--- config.mk ---
export PLATFORM = sky130hd
export DESIGN_NAME = uart_byte_tx
export DESIGN_NICKNAME = d
export VERILOG_FILES = /design/src/rtl/uart_pkg.sv /design/src/rtl/uart_baud_gen.sv /design/src/rtl/uart_byte_tx.sv
export SDC_FILE = /design/constraint.sdc
export NUM_CORES = 1
export LEC_CHECK = 0
export BUFFER_PORTS_ARGS = -buffer_cell sky130_fd_sc_hd__buf_4
export CAP_MARGIN = 15
export CORE_AREA = 2 2 91 93
export DETAILED_ROUTE_END_ITERATION = 7
export DIE_AREA = 0 0 93 95
export PLACE_DENSITY = 0.4
export SKIP_LAST_GASP = 1
export SLEW_MARGIN = 20
export SYNTH_ARGS = -nofsm -noshare
export SYNTH_HDL_FRONTEND = slang
export SYNTH_SLANG_ARGS = --single-unit
--- constraint.sdc ---
create_clock -name clk -period 2.75 [get_ports clk]
set_input_delay 0.1375 -clock clk [delete_from_list [all_inputs] [get_ports clk]]
set_output_delay 0.1375 -clock clk [all_outputs]
set_load 0.005 [all_outputs]
--- src/rtl/uart_pkg.sv ---
// uart_pkg: shared UART constants, baud-to-divisor lookup and FSM state encoding.
package uart_pkg;
    localparam int unsigned SYS_CLK_DEF = 50_000_000;
    localparam int DIV_W = 16;
    typedef enum logic [1:0] {ST_IDLE, ST_START, ST_DATA, ST_STOP} uart_state_e;
    function automatic int unsigned baud_rate(input logic [2:0] sel);
        return sel == 3'd1 ? 19200 : sel == 3'd2 ? 38400 : sel == 3'd3 ? 57600 :
               sel == 3'd4 ? 115200 : 9600;
    endfunction
    // Codes 5-7 fall back to def_sel; an out-of-range def_sel falls back to 9600.
    function automatic logic [DIV_W-1:0] baud_div(input int unsigned sys_clk, input logic [2:0] sel,
                                                  input logic [2:0] def_sel);
        logic [2:0] s;
        s = sel > 3'd4 ? (def_sel > 3'd4 ? 3'd0 : def_sel) : sel;
        return DIV_W'(sys_clk / baud_rate(s) - 1);
    endfunction
    localparam logic [DIV_W-1:0] DIV_TABLE [0:4] = '{
        baud_div(SYS_CLK_DEF, 3'd0, 3'd0), baud_div(SYS_CLK_DEF, 3'd1, 3'd0),
        baud_div(SYS_CLK_DEF, 3'd2, 3'd0), baud_div(SYS_CLK_DEF, 3'd3, 3'd0),
        baud_div(SYS_CLK_DEF, 3'd4, 3'd0)};
endpackage

--- src/rtl/uart_baud_gen.sv ---
// uart_baud_gen: latches the divisor for the selected baud code and times bit periods.
import uart_pkg::*;
module uart_baud_gen #(
    parameter int unsigned SYS_CLK = SYS_CLK_DEF,
    parameter logic [2:0] DEF_BAUD_SEL = 3'd0
) (
    input  logic       clk,
    input  logic       rst,
    input  logic [2:0] baud_set_i,
    input  logic       load_i,
    input  logic       en_i,
    output logic       bit_tick_o
);
    // Divisors are elaboration-time constants, so no runtime divider is built.
    localparam logic [DIV_W-1:0] DIV_TAB [0:7] = '{
        baud_div(SYS_CLK, 3'd0, DEF_BAUD_SEL), baud_div(SYS_CLK, 3'd1, DEF_BAUD_SEL),
        baud_div(SYS_CLK, 3'd2, DEF_BAUD_SEL), baud_div(SYS_CLK, 3'd3, DEF_BAUD_SEL),
        baud_div(SYS_CLK, 3'd4, DEF_BAUD_SEL), baud_div(SYS_CLK, 3'd5, DEF_BAUD_SEL),
        baud_div(SYS_CLK, 3'd6, DEF_BAUD_SEL), baud_div(SYS_CLK, 3'd7, DEF_BAUD_SEL)};
    logic [DIV_W-1:0] div_q, div_d, cnt_q, cnt_d;
    always_comb begin
        div_d      = load_i ? DIV_TAB[baud_set_i] : div_q;
        bit_tick_o = en_i && cnt_q == div_q;
        cnt_d      = (!en_i || bit_tick_o) ? '0 : cnt_q + 1'b1;
    end
    always_ff @(posedge clk or posedge rst) begin
        if (rst) begin
            div_q <= '0;
            cnt_q <= '0;
        end else begin
            div_q <= div_d;
            cnt_q <= cnt_d;
        end
    end
endmodule

--- src/rtl/uart_byte_tx.sv ---
// uart_byte_tx: 8N1 UART byte transmitter with selectable baud rate.
import uart_pkg::*;
module uart_byte_tx #(
    parameter int unsigned SYS_CLK = SYS_CLK_DEF,
    parameter logic [2:0] DEF_BAUD_SEL = 3'd0
) (
    input  logic       clk,
    input  logic       rst,
    input  logic [2:0] baud_set,
    input  logic       send_en,
    input  logic [7:0] data_byte,
    output logic       rs232_tx,
    output logic       tx_done,
    output logic       uart_state
);
    uart_state_e state_q, state_d;
    logic [7:0] sh_q, sh_d;
    logic [2:0] idx_q, idx_d;
    logic       tx_q, tx_d, done_q, done_d, load, tick;
    uart_baud_gen #(.SYS_CLK(SYS_CLK), .DEF_BAUD_SEL(DEF_BAUD_SEL)) u_baud (
        .clk        (clk),
        .rst        (rst),
        .baud_set_i (baud_set),
        .load_i     (load),
        .en_i       (state_q != ST_IDLE),
        .bit_tick_o (tick)
    );
    // tx_d follows the next state so the line changes on the same edge as the FSM.
    always_comb begin
        state_d = state_q;
        sh_d    = sh_q;
        idx_d   = idx_q;
        tx_d    = tx_q;
        done_d  = 1'b0;
        load    = 1'b0;
        case (state_q)
            ST_IDLE: if (send_en) begin
                state_d = ST_START;
                sh_d    = data_byte;
                idx_d   = '0;
                tx_d    = 1'b0;
                load    = 1'b1;
            end
            ST_START: if (tick) begin
                state_d = ST_DATA;
                tx_d    = sh_q[0];
                sh_d    = sh_q >> 1;
            end
            ST_DATA: if (tick) begin
                state_d = idx_q == 3'd7 ? ST_STOP : ST_DATA;
                tx_d    = idx_q == 3'd7 ? 1'b1 : sh_q[0];
                sh_d    = sh_q >> 1;
                idx_d   = idx_q + 3'd1;
            end
            default: if (tick) begin
                state_d = ST_IDLE;
                done_d  = 1'b1;
            end
        endcase
    end
    always_ff @(posedge clk or posedge rst) begin
        if (rst) begin
            state_q <= ST_IDLE;
            sh_q    <= '0;
            idx_q   <= '0;
            tx_q    <= 1'b1;
            done_q  <= 1'b0;
        end else begin
            state_q <= state_d;
            sh_q    <= sh_d;
            idx_q   <= idx_d;
            tx_q    <= tx_d;
            done_q  <= done_d;
        end
    end
    assign rs232_tx   = tx_q;
    assign tx_done    = done_q;
    assign uart_state = state_q != ST_IDLE;
endmodule
-- Yosys cells after proc, flatten, opt, wreduce, memory -nomap -nowiden
Memory sizes are Yosys's and may differ from the RTL's. A register that Yosys moved wholly into a read port is not among the register bits.
Cells that the tools add are included.
- flip-flop bits (word level): 31
- bits in read-only memories: 128
- output and inout bits: 3
- logic and storage cells: 55
- memories: 1
- memory list (memory ; words ; bits a word ; rd ports ; clocked after memory_dff ; write ports ; line ; source):
    (no name shown) ; 8 ; 16 ; 1 ; 1 ; 0 ; uart_baud_gen.sv:22 ; div_d = load_i ? DIV_TAB[baud_set_i] : div_q;
- add/subtract/negate cells: 2
- eq/ne operators: 8
- multiplexer cells: 22
- bitwise gates (word level): 1
- reduce and logical (&&, ||, !) cells: 15
- operators with widths (operator ; count):
    16-bit by 1-bit adder with 16-bit output, second input constant ; 1
    16-bit == test ; 1
    16-bit 2-to-1 mux ; 1
    8-bit 2-to-1 mux ; 2
    8-bit one-hot mux with 2 select lines ; 1
    1-bit 2-to-1 mux ; 9
    2-bit 2-to-1 mux ; 4
    4-bit AND reduction ; 2
    2-bit nonzero test ; 4
    3-bit 2-to-1 mux ; 2
    2-bit != test, second input constant ; 3
    2-bit one-hot mux with 3 select lines ; 1
    3-bit one-hot mux with 2 select lines ; 1
    3-bit AND reduction ; 2
    3-bit NOT with 4-bit output ; 1
    3-bit by 1-bit adder with 3-bit output, second input constant ; 1
    3-bit == test, second input constant ; 1
    1-bit one-hot mux with 3 select lines ; 1
    3-bit nonzero test ; 1
    3-bit OR reduction ; 1
    2-bit by 1-bit == test with 1-bit output, second input constant ; 1
    2-bit == test, second input constant ; 1
    2-bit logical NOT ; 1
    2-bit by 1-bit != test with 1-bit output, second input constant ; 1
    4 further kinds ; 4

-- Longest topological paths before layout
Gate-level depths: netlist (run 1).
- word-level depth: 4
- mapped depth: 8
- mapped depth without buffers: 6

-- By module
Synthesis (run 1) repeated with hierarchy kept, for this count alone.
- cell total of the unflattened synthesis: 223
- area, all modules: 2339.7 sq um
- by module, submodules not included (module ; times used ; cells each ; area each (sq um)):
    uart_baud_gen ; 1 ; 147 ; 1460.2
    uart_byte_tx ; 1 ; 76 ; 879.6

-- Worst setup path before layout (run 1)
No wires, ideal clock.
- path type: register to register
- start: register state_q[0]
- end: register sh_q[1]
- setup time: 0.126 ns
- arrival: 1.816 ns
- path slack: 0.808 ns
- stages on the path, launching flop included: 9
- buffers on the path: 2
- clock period less this slack: 1.942 ns
- cell sequence: dfrtp_1 -> inv_1 -> ha_1 -> clkbuf_1 -> inv_1 -> nand3_1 -> clkbuf_1 -> o31a_1 -> a221o_1
- longest elaborated chain between the ends: 4
- elaborated cells on any way between the ends: 11
- ends and longest elaborated chain (item ; line ; source):
    start: declaration ; uart_byte_tx.sv:16 ; uart_state_e state_q, state_d;
    start signal: assignment ; uart_byte_tx.sv:69 ; state_q <= state_d;
    2-bit nonzero test ; - ;
    named net uart_state ; uart_byte_tx.sv:14 ; output logic uart_state
    1-bit logical AND ; uart_baud_gen.sv:23 ; bit_tick_o = en_i && cnt_q == div_q;
    2-bit by 1-bit != test with 1-bit output (no line) ; - ;
    3-bit AND reduction (no line) ; - ;
    end signal: assignment ; uart_byte_tx.sv:64 ; sh_q <= '0;
    end signal: assignment ; uart_byte_tx.sv:70 ; sh_q <= sh_d;
    end: declaration ; uart_byte_tx.sv:17 ; logic [7:0] sh_q, sh_d;
The timed path passes the listed nets, and every way through them passes these cells.
A chain may end at the register's enable or synchronous reset.

-- Final worst setup path (run 1)
- start: register u_baud.cnt_q[8]
- end: register sh_q[3]
- longest elaborated chain between the ends: 4
- ends and longest elaborated chain (item ; line ; source):
    start: declaration ; uart_baud_gen.sv:20 ; logic [DIV_W-1:0] div_q, div_d, cnt_q, cnt_d;
    start signal: assignment ; uart_baud_gen.sv:32 ; cnt_q <= cnt_d;
    16-bit == test ; uart_baud_gen.sv:23 ;
    1-bit logical AND ; uart_baud_gen.sv:23 ;
    2-bit by 1-bit != test with 1-bit output (no line) ; - ;
    3-bit AND reduction (no line) ; - ;
No other way between the ends.

==> summary.txt, run 1 <==
Clocking
  • Skew-Pair Late Insertion Delay: 0.30 ns
  • CTS H-tree lvls: 2
  • TritonCTS Sinks: 42
  • Max Root-Sink Buffers: 2
  • TritonCTS clock tree: yes
  • CTS Buf Count: 5
  • Root buffer cell: clkbuf_8
  • Register clock-pin slew on the reported worst setup and hold paths: 0.09 ns

STA
  • Slew Viols, Final: 0
  • Final WS setup: between 0.7 and 0.8 ns
  • RSZ-0062 raised after global routing: false
  • Final setup viols: 0
  • Setup_tns: 0 ns
  • Final Hold Fails: 0
  • Worst hold slack: 0.07452 ns
  • Fin crit period: 2.033 ns
  • Relative slew slack: 57.08%
  • Fmax: 0.4919 GHz
  • Setup Skew: 0.01183 ns
  • Slew @ Worst Pin: 0.6428 ns
  • Final period utilization: 73.92%

GRT
  • First-pass GRT wire length: 8487 um
  • Largest net degree at the start of global routing: 30
  • Vias in the first global route: 1,669
  • Tot GR Track Use: around an eighth
  • Initial antenna violation count: 0
  • Remaining global-route overflow: 0

Logic synthesis
  • Main combinational cell family by area after synthesis: simple AND/OR/NAND/NOR gates
  • Top cells by area, synth: dfrtp_1 45%, ha_1 6.0%, xor2_1 5.8%
  • Mapped cell area: 2276 um2
  • Number of synthesized register bits: 42
  • Syn Area/Cell: 9.603 um2
  • Mapped Cells: 237
  • Synth Area in XOR/XNOR: under 10%
  • Yosys cell types: 41
  • Net count after synthesis: roughly 260
  • Most common library cells after synthesis: 41 x dfrtp_1, 26 x nand2_1, 26 x nor2_1
  • Yosys warns: 0
  • Complex-gate fraction of the synthesized area: 12.86%
  • Simple-gate share of the synthesized area: 20.51%
  • Mux contribution to synthesized area: ~1.8%
  • Post-synth EDFFs: 0
  • Post-synth top area share: between 40% and 50%
  • Most instantiated library cell after synthesis: dfrtp_1
  • Synth Area in Adders: 6.047%
  • Dominant cell type by area after synthesis: dfrtp_1
  • Asr flop ratio synth: 100.0%
  • Top_reg_cell synth: dfrtp_1
  • Seq/Total Area, Yosys: 46.23%

Cells and area
  • Area grow syn2layout: 14.79%
  • Layout cell share with drive strength beyond 1: 13.95%
  • Finished Layout Cells: 363
  • Fill count: 856
  • Fin nets: between 200 and 300
  • N_diodes: 0
  • Layout Utilization: 32.95%
  • Finished Cell Area: 2613 um2

Placement
  • Area post-placement: 2520 um2
  • Placed Cells incl. Taps: 354
  • Port Buffer Count: 16
  • Worst slack, placed: 0.6926 ns
  • Placer Congestion: 0.7566
  • Post-DP HPWL: 3599 um

Routing
  • Antenna-violating nets left: 0
  • Vias per cell: ~4.7
  • Initial DRC count: between 50 and 60
  • Wire per inst: 13.51 um
  • Residual DRC: 0
  • Total Wirelength: 4904 um
  • Drt pass-1 iters: 4
  • DR vias: roughly 1,700

Hold path
  • Hold-critical path depth: 2
  • Hold EP: sh_q[6]
  • Hold Startpoint: data_byte[6]
  • HP Class: in2reg

Die
  • Die area: 8835 um2
  • Initial Utilization: between 20% and 30%
  • Die Width: 93 um
  • Rows: 33
  • Core Box Area: ~7900 um2
  • Die height: 95 um
  • I/O pins: 17

Power and ir drop
  • Internal: approximately 1.3 mW
  • Overall Power: around 2.1 mW
  • Part of the power in the clock network: 18.7%
  • Sw power: roughly 800 uW
  • Pleak: ~1.2 nW
  • VDD IR-drop max: 347.7 uV
  • Switching Fraction: between 30% and 40%
  • Seq pwr share: 44.7%
  • PD cells: 809.0 nW/um2
  • Power share of the combinational group: 36.7%

Worst setup path
  • Max FO, Critical Path: 11
  • Critical Setup Path Class: reg2reg
  • Reg-to-Reg End: sh_q[3]
  • Reg2Reg Depth: 6
  • R2R Path Start: u_baud.cnt_q[8]
  • Critical Path AT: 2.27 ns
  • Setup crit start kind: flip-flop
  • CP Capture Type: flip-flop
  • WP data required: between 2 and 3 ns
  • R2R Setup Slk: around 0.7 ns

Outcome
  • Status: finished clean

Run
  • Max Cap Violations: 0
## area by class of cell
class                           count  area, um2  area share, %
Timing Repair Buffer               22      167.7          6.418
Clock inverter                      2      10.01         0.3831
Sequential cell                    42       1052          40.28
Multi-Input combinational cell    171       1122          42.96
Inverter                           15      56.30          2.155
Tap cell                          105      131.4          5.029
Clock buffer                        6      72.57          2.778
## metal layers
layer / up-vias / track usage (%) / part of all wire (%)
li1: 848 / - / -
met1: 832 / 18.42 / 54
met2: 19 / 17.81 / 42
met3: 5 / 2.394 / 2.4
met4: 0 / 4.044 / 1.1
met5: - / 0 / 0
## timing repair
item,in CTS,in global routing
buffers inserted,0,0
hold buffers,0,1
resized for setup,0,0
hold endpoints to repair,0,27
## worst max-delay path, cell delays in order (launching register included)
cell,delay (ns)
dfrtp_1,0.43
xor2_1,0.18
a2111oi_1,0.37
nand4_1,0.19
buf_4,0.22
nor3_2,0.38
a221o_1,0.23
## how the worst max path moves through the flow
| stage | endpoint | slack (ns) | cells after the start | startpoint |
|---|---|---|---|---|
| after CTS | sh_q[3] | 0.68 | 6 | u_baud.cnt_q[8] |
| after global placement | sh_q[2] | 0.69 | 6 | u_baud.cnt_q[6] |
| after detailed placement | sh_q[4] | 0.69 | 6 | u_baud.cnt_q[8] |
| after global routing | sh_q[2] | 0.55 | 6 | state_q[0] |
| final | sh_q[3] | 0.72 | 6 | u_baud.cnt_q[8] |
| after floorplan | sh_q[1] | 0.81 | 8 | state_q[0] |
## sequential cells by signal (all words and copies together), names as in the netlist
signal        count
u_baud.cnt_q     16
rs232_tx          1
sh_q              8
u_baud.div_q     11
tx_done           1
state_q           2
idx_q             3
## power groups by stage
| stage | Sequential [mW] | Clock, mW | Combinational, mW |
|---|---|---|---|
| final | 0.944 | 0.394 | 0.775 |
| after global placement | 0.957 | 0 | 0.789 |
| after floorplan | 0.906 | 0 | 0.608 |
| after CTS | 0.944 | 0.416 | 0.792 |
| after global routing | 0.968 | 0.442 | 0.905 |
| after detailed placement | 0.954 | 0 | 0.789 |
## cell usage in the layout, fill, tap and decap left out, drive strengths merged, types with 5 or more instances in the layout
master,count
dfrtp,41
nand2,26
nor2,26
buf,21
xor2,15
inv,15
o21ai,14
ha,11
nand3,10
and2,9
a221o,7
xnor2,6
clkbuf,6
nand2b,5
## kinds of logic (layout without fill, tap and decap cells)
| family | count (synthesis) | in the layout |
|---|---|---|
| multiplexers | 4 | 4 |
| XOR/XNOR | 21 | 21 |
| adder cells (fa/ha/maj) | 11 | 11 |
| AO/OA/AOI/OAI | 39 | 39 |
| flip-flops | 42 | 42 |
| AND/OR/NAND/NOR | 96 | 96 |
| buffers and inverters | 24 | 45 |
(Power assumes the default switching activity.)
==> inputs of run 2 (changes only) <==
--- a/config.mk
+++ b/config.mk
@@ -5,12 +5,13 @@
 export SDC_FILE = /design/constraint.sdc
 export NUM_CORES = 1
 export LEC_CHECK = 0
+export ABC_AREA = 1
 export BUFFER_PORTS_ARGS = -buffer_cell sky130_fd_sc_hd__buf_4
 export CAP_MARGIN = 15
-export CORE_AREA = 2 2 91 93
+export CORE_AREA = 2 2 93 95
 export DETAILED_ROUTE_END_ITERATION = 7
-export DIE_AREA = 0 0 93 95
-export PLACE_DENSITY = 0.4
+export DIE_AREA = 0 0 95 97
+export PLACE_DENSITY = 0.41
 export SKIP_LAST_GASP = 1
 export SLEW_MARGIN = 20
 export SYNTH_ARGS = -nofsm -noshare
==> constraint.sdc (replaced) <==
create_clock -name clk -period 1.9 [get_ports clk]
set_input_delay 0.095 -clock clk [delete_from_list [all_inputs] [get_ports clk]]
set_output_delay 0.095 -clock clk [all_outputs]
set_load 0.005 [all_outputs]
==> run 2 against run 1 <==
Count of clock-buffer cells in the layout unchanged. Wire length up 19%. Die area up 4.3%. Setup slack worse by 0.50 ns. Clock power up 89%.
==> summary.txt, run 2 <==
Logic synthesis
  • Mapped Cells: 325
  • Asr flop ratio synth: 100.0%
  • Post-synth top area share: 42.82%
  • Seq/Total Area, Yosys: 43.92%
  • Most common library cells after synthesis: 113 x nand2_1, 41 x dfrtp_1, 40 x inv_1
  • Net count after synthesis: 350
  • Top cells by area, synth: dfrtp_1 43%, nand2_1 18%, inv_1 6.3%
  • Most instantiated library cell after synthesis: nand2_1
  • Top_reg_cell synth: dfrtp_1
  • Syn Area/Cell: 7.372 um2
  • Dominant cell type by area after synthesis: dfrtp_1
  • Number of synthesized register bits: 42
  • Post-synth EDFFs: 0
  • Mapped cell area: approximately 2400 um2
  • Yosys cell types: 32
  • Yosys warns: 0

Cells and area
  • Layout Utilization: 34.79%
  • Largest register FFs: 16
  • Fin nets: 378
  • Area grow syn2layout: 18.12%
  • Largest Register: u_baud.cnt_q
  • Commonest non-fill, non-tap cell in the layout: nand2_1
  • Top Registers: u_baud.cnt_q: 16 flops, u_baud.div_q: 11 flops, sh_q: 8 flops
  • Commonest cells after routing, fill and taps aside: 113 x nand2_1, 41 x dfrtp_1, 39 x inv_1
  • N_diodes: 0
  • Layout cell share with drive strength beyond 1: 14.16%

Clocking
  • CTS Buf Count: 5
  • Root buffer cell: clkbuf_8
  • TritonCTS Sinks: 42
  • Register clock-pin slew on the reported worst setup and hold paths: approximately 0.090 ns
  • CTS H-tree lvls: 2
  • Max Root-Sink Buffers: 2
  • Skew-Pair Late Insertion Delay: 0.30 ns
  • TritonCTS clock tree: yes

Routing
  • Initial DRC count: 82
  • Vias per cell: 4.478
  • Drt pass-1 iters: 4
  • Wire per inst: 12.73 um
  • Antenna-violating nets left: 0
  • DR vias: 2,051
  • Residual DRC: 0
  • Total Wirelength: between 5000 and 6000 um

STA
  • Final Hold Fails: 0
  • Fmax: between 0.5 and 0.6 GHz
  • RSZ-0062 raised after global routing: true
  • Setup_tns: 0 ns
  • Worst hold slack: 0.03712 ns
  • Slew Viols, Final: 0
  • Slew @ Worst Pin: 0.6935 ns
  • Relative slew slack: between 50% and 60%
  • Final period utilization: 88.48%
  • Final setup viols: 0
  • Setup Skew: 0.01388 ns
  • Final WS setup: 0.2189 ns
  • Fin crit period: 1.681 ns

GRT
  • Initial antenna violation count: 0
  • Tot GR Track Use: 14.02%
  • Remaining global-route overflow: 0
  • Largest net degree at the start of global routing: 27
  • First-pass GRT wire length: 10,140 um
  • Vias in the first global route: 2,057

Worst setup path
  • WP data required: ~2.1 ns
  • Reg2Reg Depth: 11
  • Critical Setup Path Class: reg2reg
  • Setup crit start kind: flip-flop
  • CP Capture Type: flip-flop
  • R2R Path Start: u_baud.cnt_q[9]
  • Max FO, Critical Path: 5
  • Reg-to-Reg End: state_q[1]
  • Critical Path AT: 1.86 ns
  • R2R Setup Slk: around 0.22 ns

Placement
  • Placer Congestion: a little under 0.8
  • Worst slack, placed: 0.1079 ns
  • Post-DP HPWL: 4538 um
  • Port Buffer Count: 16

Hold path
  • Hold-critical path depth: 3
  • Hold Startpoint: data_byte[7]
  • HP Class: in2reg
  • Hold EP: sh_q[7]

Die
  • Core Box Area: around 8100 um2
  • Die Width: 95 um
  • Die height: between 90 and 100 um
  • Initial Utilization: 29.46%
  • Rows: 33
  • Die area: 9215 um2
  • I/O pins: 17

Power and ir drop
  • Pleak: 1.438 nW
  • Overall Power: between 3 and 4 mW
  • PD cells: 1292 nW/um2
  • VDD IR-drop max: 653.0 uV

Run
  • Max Cap Violations: 0

Outcome
  • Status: finished clean
run 2: cell types whose count changed after synthesis, moves of 5 or more:
cell,change
nor3_1,+7
nand2b_1,-5
o21ai_0,-7
a221o_1,-7
nand2_1,+87
nand3_1,+19
a21oi_1,+6
xor2_1,-13
and2_1,-9
xnor2_1,-5
inv_1,+25
run 2: kinds of logic (layout without fill, tap and decap cells):
group / after synthesis / in the layout / share of synthesized area [%]
DFF: 42 / 42 / 43.92
AOI/OAI and AO/OA: 19 / 19 / 4.647
buffers and inverters: 49 / 77 / 7.989
xor gates and xnor gates: 3 / 3 / 1.097
and+or+nand+nor: 201 / 201 / 36.61
adders and majority gates: 11 / 11 / 5.744
run 2: stage by stage:
step / instance area, um2 / cells
2_1_floorplan: 2396 / 325
3_3_place_gp: 2698 / 450
3_5_place_dp: 2698 / 450
4_1_cts: 2820 / 458
5_1_grt: 2830 / 458
6_report: 2830 / 458
run 2: power by group:
| part | leakage (nW) | switching, mW | total, mW | internal, mW |
|---|---|---|---|---|
| logic | 0.848 | 0.979 | 1.60 | 0.619 |
| registers | 0.533 | 0.174 | 1.31 | 1.14 |
| clock network | 0.0573 | 0.323 | 0.744 | 0.421 |
run 2: how the worst max path moves through the flow:
stage                       end            start  depth (start not counted)
6_report             state_q[1]  u_baud.cnt_q[9]                         11
5_1_grt        u_baud.cnt_q[14]  u_baud.cnt_q[0]                         10
2_1_floorplan        state_q[1]       state_q[0]                          8
3_3_place_gp   u_baud.cnt_q[12]  u_baud.cnt_q[0]                         10
4_1_cts        u_baud.cnt_q[12]  u_baud.cnt_q[0]                         10
3_5_place_dp   u_baud.cnt_q[12]  u_baud.cnt_q[0]                         10
run 2: worst max-delay path, stage by stage (launching register included):
cell	delay [ns]
dfrtp_1	0.48
inv_2	0.08
nand2_1	0.06
nand2_1	0.06
nor2_1	0.10
nand2_1	0.07
nor2_2	0.21
nand3_2	0.18
nand2_2	0.14
nand2_1	0.07
nand2_1	0.06
nand2_1	0.04
run 2: final cells by class:
cell class / instances / area, um2
Inverter: 45 / 168.9
Multi-Input combinational cell: 234 / 1162
Clock buffer: 6 / 82.58
Fill cell: 875 / 5304
Sequential cell: 42 / 1052
Tap cell: 105 / 131.4
Timing Repair Buffer: 25 / 202.7
Clock inverter: 1 / 30.03
run 2: per-layer routing:
layer / vias to the layer above / part of all wire, % / GRT usage, %
li1: 1072 / - / -
met1: 944 / 51 / 20.67
met2: 31 / 45 / 21.17
met3: 4 / 3.7 / 2.570
met4: 0 / 0.77 / 3.344
met5: - / 0 / 0
run 2: repair_timing:
action,in CTS,in global routing
hold endpoints to repair,15,0
buffers inserted,0,0
resized for setup,0,3
hold buffers,1,0
endpoints found under the setup margin,0,3
==> inputs of run 3 (changes only) <==
--- a/config.mk
+++ b/config.mk
@@ -8,10 +8,10 @@
 export ABC_AREA = 1
 export BUFFER_PORTS_ARGS = -buffer_cell sky130_fd_sc_hd__buf_4
 export CAP_MARGIN = 15
-export CORE_AREA = 2 2 93 95
+export CORE_AREA = 2 2 67 69
 export DETAILED_ROUTE_END_ITERATION = 7
-export DIE_AREA = 0 0 95 97
-export PLACE_DENSITY = 0.41
+export DIE_AREA = 0 0 69 71
+export PLACE_DENSITY = 0.73
 export SKIP_LAST_GASP = 1
 export SLEW_MARGIN = 20
 export SYNTH_ARGS = -nofsm -noshare
==> constraint.sdc (replaced) <==
create_clock -name clk -period 2.1 [get_ports clk]
set_input_delay 0.105 -clock clk [delete_from_list [all_inputs] [get_ports clk]]
set_output_delay 0.105 -clock clk [all_outputs]
set_load 0.005 [all_outputs]
==> run 3 against run 2 <==
Wire length is 14% lower. Sequential power is 9% lower. Total power is 7.7% lower. Hold slack better by 0.017 ns. Critical path depth is 4 lower. Die area is 47% lower. Global-route usage is 8.9 points higher. Cell area is 2.9% lower.
==> summary.txt, run 3 (same netlist as run 2, synthesis figures left out) <==
Die
  • Core Box Area: ~4200 um2
  • Die height: just over 70 um
  • Die Width: 69 um
  • Initial Utilization: 56.99%
  • Rows: 24
  • I/O pins: 17
  • Die area: 4899 um2

Worst setup path
  • Slowest cell on the critical path: dfrtp_1
  • CP most frequent cell: nand2_1
  • Delay-heaviest family, CP: simple AND/OR/NAND/NOR gates
  • Max FO, Critical Path: 13
  • CP Capture Type: flip-flop
  • WP data required: 2.29 ns
  • Critical Setup Path Class: reg2reg
  • Critical Path AT: 1.98 ns
  • Setup crit start kind: flip-flop
  • WP buf/inv: 2
  • Worst path cell trace: inv_1 -> ha_1 -> nand2_1 -> inv_1 -> nand2_1 -> nand3_1 -> nand2_1
  • CP peak stage delay: 0.43 ns

Outcome
  • Status: finished clean

GRT
  • Vias in the first global route: 2,021
  • Top Usage Layer GRT: met2
  • First-pass GRT wire length: approximately 9000 um
  • Initial antenna violation count: 0
  • Met3 global-route usage: 5.413%
  • Tot GR Track Use: around 23%
  • Remaining global-route overflow: 0
  • Met1 Track Usage GR: 28.44%
  • Largest net degree at the start of global routing: 23
  • GR Layer Usage met2: 39.42%

Cells and area
  • Seq. cell area: around 1100 um2
  • Layout Utilization: 65.39%
  • Largest Register: u_baud.cnt_q
  • Fin nets: 375
  • Commonest cells after routing, fill and taps aside: 113 x nand2_1, 41 x dfrtp_1, 39 x inv_1
  • Multi-input gate area: between 1000 and 1500 um2
  • Finished Cell Area: around 2700 um2
  • Largest register FFs: 16
  • Commonest non-fill, non-tap cell in the layout: nand2_1
  • N_diodes: 0
  • Top Registers: u_baud.cnt_q: 16 flops, u_baud.div_q: 11 flops, sh_q: 8 flops
  • Fill count: ~380
  • Layout cell share with drive strength beyond 1: about an eighth
  • Area grow syn2layout: 14.73%

Clocking
  • Max Root-Sink Buffers: 2
  • Register clock-pin slew on the reported worst setup and hold paths: 0.08 ns
  • Root buffer cell: clkbuf_8
  • Setup bufs post-CTS: 0
  • Resized Gates After CTS: 0
  • CTS H-tree lvls: 2
  • TritonCTS clock tree: yes
  • Post-CTS Hold Fix Bufs: 1
  • CTS Buf Count: 5
  • TritonCTS Sinks: 42
  • Skew-Pair Late Insertion Delay: 0.30 ns

STA
  • Setup_tns: 0 ns
  • Final period utilization: 85.12%
  • Final Hold Fails: 0
  • Setup Skew: 0.005358 ns
  • Worst hold slack: 0.05393 ns
  • RSZ-0062 raised after global routing: false
  • Relative slew slack: 77.79%
  • Fin crit period: 1.788 ns
  • Fmax: 0.5594 GHz
  • Slew @ Worst Pin: 0.3328 ns
  • Final WS setup: 0.3124 ns
  • Final setup viols: 0
  • Slew Viols, Final: 0

Routing
  • Initial DRC count: around 140
  • Total Wirelength: 4999 um
  • Antenna-violating nets left: 0
  • Wire per inst: 12.40 um
  • DR vias: 2,050
  • Drt pass-1 iters: 4
  • Vias per cell: just over 5
  • Residual DRC: 0

Run
  • Max Cap Violations: 0

Placement
  • Port Buffer Count: 16
  • Area post-placement: about 2600 um2
  • Worst slack, placed: around 0.36 ns
  • Placer Congestion: 0.8494
  • Post-DP HPWL: 3754 um

Hold path
  • HP Class: in2reg

Power and ir drop
  • VDD IR-drop max: approximately 780 uV
  • PD cells: 1228 nW/um2
  • Pleak: between 1 and 1.5 nW
## run 3: cell type report
cell class | instances | area share (%)
Sequential cell | 42 | 38.28
Multi-Input combinational cell | 234 | 41.92
Clock buffer | 6 | 3.004
Tap cell | 52 | 2.367
Timing Repair Buffer | 22 | 6.099
Inverter | 45 | 6.145
Clock inverter | 2 | 2.185
## run 3: metrics by stage
step                power (mW)  cells
finish                   3.376    403
global route             3.694    403
CTS                      3.409    403
detailed placement       2.594    394
global placement         2.556    394
floorplan                2.224    325
## run 3: worst paths after layout
path | end | startpoint | depth (start not counted) | slack (ns)
worst max-delay path | sh_q[3] | state_q[0] | 7 | 0.31
worst min-delay path | sh_q[7] | data_byte[7] | 3 | 0.05
worst max register to register | sh_q[3] | state_q[0] | 7 | 0.31
worst min register to register | rs232_tx | rs232_tx | 2 | 0.47
max in group asynchronous | rs232_tx | rst | 4 | 1.44
min in group asynchronous | u_baud.cnt_q[12] | rst | 4 | 0.39
## run 3: tightest hold or removal path, delay by kind of cell
kind	cells	cell delay, ns
AND/OR/NAND/NOR	2	0.14
buffers and inverters	1	0.08
## run 3: power by group
| part | internal (mW) | total [mW] | switching (mW) |
|---|---|---|---|
| clock network | 0.507 | 0.790 | 0.283 |
| logic | 0.515 | 1.40 | 0.886 |
| registers | 1.03 | 1.19 | 0.153 |
## run 3: routing by layer
layer | part of all wire (%) | up-vias
met5 | 0 | -
met1 | 46 | 941
met4 | 0.60 | 0
met2 | 50 | 40
met3 | 3.6 | 4
li1 | - | 1065
